[src/rtl/spi_tx_engine.sv]
// rtl/spi_tx_engine.sv - SPI master serializer draining the TX FIFO and producing RX FIFO writes
module spi_tx_engine #(
  parameter int FIFOWIDTH = 32,
  parameter int DIVWIDTH  = 16
) (
  input  logic                 Clock,
  input  logic                 Reset,
  input  logic                 Enable,
  input  logic                 FifoEmpty,
  input  logic [FIFOWIDTH-1:0] FifoData,
  output logic                 FifoRead,
  input  logic [4:0]           WordSize,
  input  logic                 Cpol,
  input  logic                 Cpha,
  input  logic [DIVWIDTH-1:0]  BaudDiv,
  input  logic [1:0]           CsSelect,
  output logic                 SCLK,
  output logic                 MOSI,
  input  logic                 MISO,
  output logic [3:0]           CS_n,
  output logic [FIFOWIDTH-1:0] RxData,
  output logic                 RxWrite,
  output logic                 Busy
);

  typedef enum logic [2:0] {IDLE, FETCH, SETUP, SHIFT, HOLD, DONE} state_t;

  state_t                 state;
  logic [DIVWIDTH-1:0]    cnt;
  logic [DIVWIDTH-1:0]    h_m1;
  logic [DIVWIDTH-1:0]    h_in;
  logic [5:0]             edge_cnt;
  logic [4:0]             ws;
  logic [4:0]             bit_idx;
  logic [4:0]             next_idx;
  logic                   cpol_l;
  logic                   cpha_l;
  logic [FIFOWIDTH-1:0]   tx;
  logic [FIFOWIDTH-1:0]   rx;
  logic                   odd_edge;
  logic                   last_edge;

  always_comb begin
    h_in      = (BaudDiv == '0) ? '0 : BaudDiv - DIVWIDTH'(1);
    next_idx  = bit_idx - 5'd1;
    // edge_cnt holds edges already issued, so the upcoming edge is odd when it is even
    odd_edge  = ~edge_cnt[0];
    last_edge = (edge_cnt == {ws, 1'b1});
  end

  assign Busy = (state != IDLE);

  always_ff @(posedge Clock) begin
    if (Reset) begin
      state    <= IDLE;
      FifoRead <= 1'b0;
      SCLK     <= 1'b0;
      MOSI     <= 1'b0;
      CS_n     <= 4'hF;
      RxData   <= '0;
      RxWrite  <= 1'b0;
      cnt      <= '0;
      h_m1     <= '0;
      edge_cnt <= '0;
      ws       <= '0;
      bit_idx  <= '0;
      cpol_l   <= 1'b0;
      cpha_l   <= 1'b0;
      tx       <= '0;
      rx       <= '0;
    end else begin
      FifoRead <= 1'b0;
      RxWrite  <= 1'b0;
      case (state)
        IDLE: begin
          SCLK <= Cpol;
          MOSI <= 1'b0;
          CS_n <= 4'hF;
          if (Enable && !FifoEmpty) state <= FETCH;
        end
        FETCH: begin
          tx       <= FifoData;
          rx       <= '0;
          FifoRead <= 1'b1;
          ws       <= WordSize;
          cpol_l   <= Cpol;
          cpha_l   <= Cpha;
          h_m1     <= h_in;
          cnt      <= h_in;
          edge_cnt <= '0;
          bit_idx  <= WordSize;
          CS_n     <= ~(4'b0001 << CsSelect);
          MOSI     <= Cpha ? 1'b0 : FifoData[WordSize];
          state    <= SETUP;
        end
        SETUP, SHIFT: begin
          if (cnt != '0) begin
            cnt <= cnt - DIVWIDTH'(1);
          end else begin
            cnt      <= h_m1;
            SCLK     <= ~SCLK;
            edge_cnt <= edge_cnt + 6'd1;
            if (odd_edge) begin
              if (cpha_l) begin
                MOSI    <= tx[bit_idx];
                bit_idx <= next_idx;
              end else begin
                rx <= {rx[FIFOWIDTH-2:0], MISO};
              end
            end else begin
              if (cpha_l) begin
                rx <= {rx[FIFOWIDTH-2:0], MISO};
              end else if (!last_edge) begin
                MOSI    <= tx[next_idx];
                bit_idx <= next_idx;
              end
            end
            state <= last_edge ? HOLD : SHIFT;
          end
        end
        HOLD: begin
          SCLK <= cpol_l;
          if (cnt != '0) begin
            cnt <= cnt - DIVWIDTH'(1);
          end else begin
            CS_n    <= 4'hF;
            RxData  <= rx;
            RxWrite <= 1'b1;
            state   <= DONE;
          end
        end
        DONE: begin
          state <= IDLE;
        end
        default: state <= IDLE;
      endcase
    end
  end

endmodule
[config.mk]
export PLATFORM = sky130hd
export DESIGN_NAME = spi_tx_engine
export DESIGN_NICKNAME = d
export VERILOG_FILES = /design/src/rtl/spi_tx_engine.sv
export SDC_FILE = /design/constraint.sdc
export NUM_CORES = 1
export LEC_CHECK = 0
export BUFFER_PORTS_ARGS = -buffer_cell sky130_fd_sc_hd__buf_2
export CAP_MARGIN = 5
export CORE_MARGIN = 1
export CORE_UTILIZATION = 45
export CTS_CLUSTER_SIZE = 10
export DETAILED_ROUTE_END_ITERATION = 8
export PLACE_DENSITY = 0.69
export SLEW_MARGIN = 20
export SYNTH_ARGS = -nofsm -noshare
export SYNTH_HDL_FRONTEND = slang
export SYNTH_SLANG_ARGS = --single-unit
export TNS_END_PERCENT = 1
[constraint.sdc]
create_clock -name Clock -period 3.7 [get_ports Clock]
set_input_delay 1.11 -clock Clock [delete_from_list [all_inputs] [get_ports Clock]]
set_output_delay 1.11 -clock Clock [all_outputs]
set_load 0.02 [all_outputs]
# --- Word level (Yosys, flattened, before mapping) ---
# Cells that the tools add are included.
classes:
  addsub: 4
  eq_ne: 14
  magnitude_cmp: 3
  shifts: 1
  bitwise: 4
  reduce_logical: 22
  mux: 41
ops:
  columns: ["operator", "count"]
  rows:
  - ["$mux 32", 4]
  - ["$pmux 32 s2", 1]
  - ["$mux 16", 3]
  - ["$pmux 16 s3", 1]
  - ["$sub 16x1->16 const B", 2]
  - ["$mux 5", 5]
  - ["$lt 5x6->1 const B", 3]
  - ["$logic_not 16->1", 1]
  - ["$reduce_bool 16->1", 1]
  - ["$bmux 1 s5", 3]
  - ["$ne 3x3->1 const B", 5]
  - ["$reduce_bool 3->1", 5]
  - ["$mux 1", 12]
  - ["$mux 3", 4]
  - ["$pmux 3 s4", 1]
  - ["$pmux 4 s3", 1]
  - ["$pmux 6 s2", 1]
  - ["$pmux 5 s2", 1]
  - ["$reduce_and 2->1", 5]
  - ["$reduce_and 5->1", 2]
  - ["$ne 2x2->1 const B", 4]
  - ["$add 6x1->6 const B", 1]
  - ["$eq 3x2->1 const B", 2]
  - ["$eq 6x6->1", 1]
  - ["16 further kinds", 20]
word_totals:
  inputBits: 62
  out_inout_bits: 41
  word_cells: 105
  ff_bits: 157

# --- Depth between registers and ports, before layout ---
depth:
  word_depth: 8
  ltp_mapped: 10
  mapped_depth_nobuf: 9

# --- Worst setup path after synthesis ---
# OpenSTA, ideal clock, no wires.
synth_timing:
  kind: "input -> register"
  startpoint: "input port WordSize[1]"
  endpoint: "register MOSI"
  path_stages: 6
  arrival_time_ps: 2889
  n_path_buf: 1
  t_required_ps: 3581
  setup_slack_ps: 691
  setup_ps: 119
  path_cell_list: "clkbuf_1 -> mux4_2 -> mux4_2 -> o211ai_1 -> and3_1 -> a21oi_1"
synth_between:
  elab_chain_cells: 4
synth_lines:
  columns: ["element", "line_no", "text"]
  rows:
  - ["start, declared", "12", "input logic [4:0] WordSize,"]
  - ["$bmux 1 s5", "93", "MOSI <= Cpha ? 1'b0 : FifoData[WordSize];"]
  - ["$mux 1 (implied by the code)", "93", null]
  - ["$mux 1", "93", null]
  - ["$pmux 1 s3", "74", "case (state)"]
  - ["end signal, assigned", "93", null]
  - ["end signal, assigned", "105", "MOSI <= tx[bit_idx];"]
  - ["end signal, assigned", "114", "MOSI <= tx[next_idx];"]
  - ["end, declared", "18", "output logic MOSI,"]
# Every way passes these cells. The select of a mux whose other input is x is not followed.
# A chain may end at the register's enable or synchronous reset.

# --- Worst setup path after layout ---
layout_timing:
  startpoint: "input port BaudDiv[9]"
  endpoint: "register cnt[15]"
layout_between:
  elab_chain_cells: 3
  word_cells_on_any_way: 4
layout_lines:
  columns: ["element", "line_no", "text"]
  rows:
  - ["start, declared", "15", "input logic [DIVWIDTH-1:0] BaudDiv,"]
  - ["$sub 16x1->16 or $logic_not 16->1 (tied branches)", "44", "h_in = (BaudDiv == '0) ? '0 : BaudDiv - DIVWIDTH'(1);"]
  - ["$mux 16 *", "44", null]
  - ["$pmux 16 s3 *", "74", null]
  - ["end signal, assigned", "89", "cnt <= h_in;"]
  - ["end signal, assigned", "98", "cnt <= cnt - DIVWIDTH'(1);"]
  - ["end signal, assigned", "100", "cnt <= h_m1;"]
  - ["end, declared", "29", "logic [DIVWIDTH-1:0] cnt;"]
# Every way passes the cells marked *; elsewhere a longest branch is shown, timed or not.

==> results.sh <==
export IMPL_holdWs_ns=0.4462
export IMPL_clk_latency_ns=0.42
export IMPL_worstPathMaxFanout=9
export IMPL_fin_ws_ns=0.7211
export IMPL_synth_top_area_cell="dfxtp_1"
export IMPL_synth_area_um2=7721
export IMPL_drt_iter0_markers=640
export IMPL_synth_flop_cell="dfxtp_1"
export IMPL_fillers=1570
export IMPL_worst_slew_pin_slew_ns=0.8736
export IMPL_fin_worst_skew_ns=0.004931
export IMPL_synth_area_top_cells="dfxtp_1, nand2_1, a21oi_1, mux4_2, nand3_1"
export IMPL_diodes=0
export IMPL_cts_tree="yes"
export IMPL_core_area_um2=16640
export IMPL_endpoint_kind="flop"
export IMPL_ys_seq_elements=157
export IMPL_r2r_start="cnt[6]$_SDFFE_PP0P_"
export IMPL_worstReg2RegEnd="cnt[13]$_SDFFE_PP0P_"
export IMPL_dieArea_um2=17690
export IMPL_die_h_um=133.0
export IMPL_slew_violations=0
export IMPL_grt_pass1_wl_mm=32.55
export IMPL_gr_total_overflow=0
export IMPL_layout_min_cycle_time_ns=2.979
export IMPL_syn2layout_area_growth_pct=15.83
export IMPL_p_leak_nw=3.257
export IMPL_totalWireLength_mm=19.89
export IMPL_grt_pass1_vias=6537
export IMPL_final_common_cell="nand2_1"
export IMPL_syn_nets=1010
export IMPL_fin_nets=1072
export IMPL_drtPass1Iterations=5
export IMPL_synthArstFlopShare_pct=0
export IMPL_rr_worst_depth=8
export IMPL_hp_class="reg -> reg"
export IMPL_clockBufferDepth=2
export IMPL_avgSynthCellArea_um2=8.188
export IMPL_antenna_found_initial=0
export IMPL_gp_congestion=0.8696
export IMPL_critPathLaunchType="input port"
export IMPL_io_buffers=102
export IMPL_yosys_warnings=0
export IMPL_status="complete, no violations"
export IMPL_layout_common_cells="nand2_1, dfxtp_1, a21oi_1"
export IMPL_slowest_delay_ns=0.59
export IMPL_drive_above_1_share_pct=18.37
export IMPL_hold_depth=2
export IMPL_synth_cell_type_count=67
export IMPL_die_w_um=133.0
export IMPL_htree_levels=4
export IMPL_io_pins=103
export IMPL_num_vias=6996
export IMPL_grt_max_degree=149
export IMPL_worstPathArrival_ns=3.28
export IMPL_dp_worst_setup_slack_ns=0.3801
export IMPL_post_cts_buffers=0
export IMPL_fin_tns_setup_ns=0
export IMPL_timing_slew_headroom_pct=41.37
export IMPL_synthCells=943
export IMPL_hold_viol=0
export IMPL_critPathRequiredTime_ns=4.00
export IMPL_synth_edff_count=0
export IMPL_finalSetupViolCount=0
export IMPL_yosysSeqAreaShare_pct=40.71
export IMPL_rows=47
export IMPL_min_delay_start="RxData[24]$_SDFFE_PP0P_"
export IMPL_min_to="RxData[24]$_SDFFE_PP0P_"
export IMPL_synth_top_area_share_pct=40.71
export IMPL_ant_nets=0
export IMPL_r2r_slack_ns=0.93
export IMPL_clockRootBuffer="clkbuf_16"
export IMPL_wl_per_cell_um=16.07
export IMPL_cp_cell_sequence="buf_2, nor4_1, nand3_1, nor2_1, nor2_1, o311ai_0, nor3_1"
export IMPL_vias_per_cell=5.651
export IMPL_hpwl_mm=13.01
export IMPL_cts_hold_buffers=0
export IMPL_finalPower_w=0.006011
export IMPL_ir_drop_uv=370.6
export IMPL_fmax_mhz=335.7
export IMPL_grt_total_usage_pct=22.92
export IMPL_cts_sinks=157
export IMPL_rsz0062_at_grt="no"
export IMPL_cts_resized=0
export IMPL_clkSlewWorstSetupHoldPaths_ns=0.06
export IMPL_power_density_nw_per_um2=672.1
export IMPL_cap_viol_max_count=0
export IMPL_crit_path_frequent_cell="nor2_1"
export IMPL_start_util_pct=46.40
export IMPL_drc=0
export IMPL_worst_setup_path_type="in -> reg"
export IMPL_crit_slowest_cell="nor4_1"
export IMPL_cts_made_buffers=17
export IMPL_finalCritPeriodShare_pct=80.51
-- routing by layer --
metal | track usage, % | vias to the layer above | part of all wire, %
li1 | - | 3433 | -
met1 | 30.72 | 3317 | 46
met2 | 36.27 | 210 | 47
met3 | 4.368 | 36 | 5.5
met4 | 9.259 | 0 | 1.8
met5 | 0 | - | 0
-- synth_stat cells (4+ instances only) --
master    instances
clkbuf_1         51
mux2i_1          13
and3_1            4
nand4_1           6
and2_1            4
mux4_2           25
a21oi_1         153
nor2b_1           5
or3_1             8
o21ai_0          19
buf_1             5
a221oi_1          6
a211oi_1          9
inv_1             7
nand2_1         232
buf_4             4
nor3_1           19
dfxtp_1         157
nor2_1           45
ha_1              5
a211o_1          10
o211ai_1          6
xnor2_1          14
xor2_1           16
buf_2             6
buf_6             4
o21ai_1           6
nand2b_1          4
nand3_1          46
-- worst max-delay path: cells and delay by family --
kind	cells	cell delay, ns
AO/OA/AOI/OAI	1	0.31
buffers and inverters	1	0.12
AND/OR/NAND/NOR	5	1.74
-- registers in the layout, summed over array words and instances (netlist names) --
register	cells
bit_idx	5
CS_n	4
cnt	16
edge_cnt	6
MOSI	1
RxData	32
state	3
RxWrite	1
rx	32
cpha_l	1
cpol_l	1
tx	32
h_m1	16
FifoRead	1
ws	5
SCLK	1
-- worst max-delay path by stage --
stage	slack (ns)	to	from	cells past startpoint
2_1_floorplan	0.69	MOSI$_SDFFE_PP0P_	WordSize[1]	6
3_3_place_gp	0.43	cnt[15]$_SDFFE_PP0P_	BaudDiv[9]	7
3_5_place_dp	0.38	cnt[15]$_SDFFE_PP0P_	BaudDiv[9]	7
4_1_cts	0.80	cnt[15]$_SDFFE_PP0P_	BaudDiv[9]	7
5_1_grt	0.54	cnt[15]$_SDFFE_PP0P_	BaudDiv[9]	7
6_report	0.72	cnt[15]$_SDFFE_PP0P_	BaudDiv[9]	7
-- stage by stage --
| step | util [%] | std cells | instance area, um^2 |
|---|---|---|---|
| floorplan | - | 943 | 7721 |
| global placement | 49.86 | 1206 | 8298 |
| detailed placement | 49.86 | 1206 | 8298 |
| CTS | 53.74 | 1238 | 8944 |
| global route | 53.74 | 1238 | 8944 |
| finish | 53.74 | 1238 | 8944 |
-- area by class of cell --
| type | instances | area, um^2 | share of cell area, % |
|---|---|---|---|
| Sequential cell | 157 | 3143 | 35.14 |
| Tap cell | 220 | 275.3 | 3.078 |
| Clock inverter | 9 | 157.7 | 1.763 |
| Inverter | 9 | 33.78 | 0.3777 |
| Timing Repair Buffer | 114 | 628.1 | 7.023 |
| Clock buffer | 23 | 488.0 | 5.456 |
| Multi-Input combinational cell | 706 | 4218 | 47.16 |
-- power by group --
part	switching, W	internal [W]	total [W]	leakage (nW)
combinational	0.00119	0.000783	0.00198	1.67
clock	0.000690	0.00120	0.00189	0.310
sequential	0.000249	0.00189	0.00214	1.27
-- cells by family (layout without fill, tap and decap cells) --
kind of cell	Yosys count	count (layout)	synth area share, %
AOI/OAI and AO/OA	235	235	17.84
xor gates and xnor gates	30	30	3.403
buffers and inverters	80	155	4.716
adders and majority gates	5	5	0.8102
DFF	157	157	40.71
muxes	38	38	8.977
and+or+nand+nor	398	398	23.55
No activity file was read; power rests on OpenSTA's default activity.
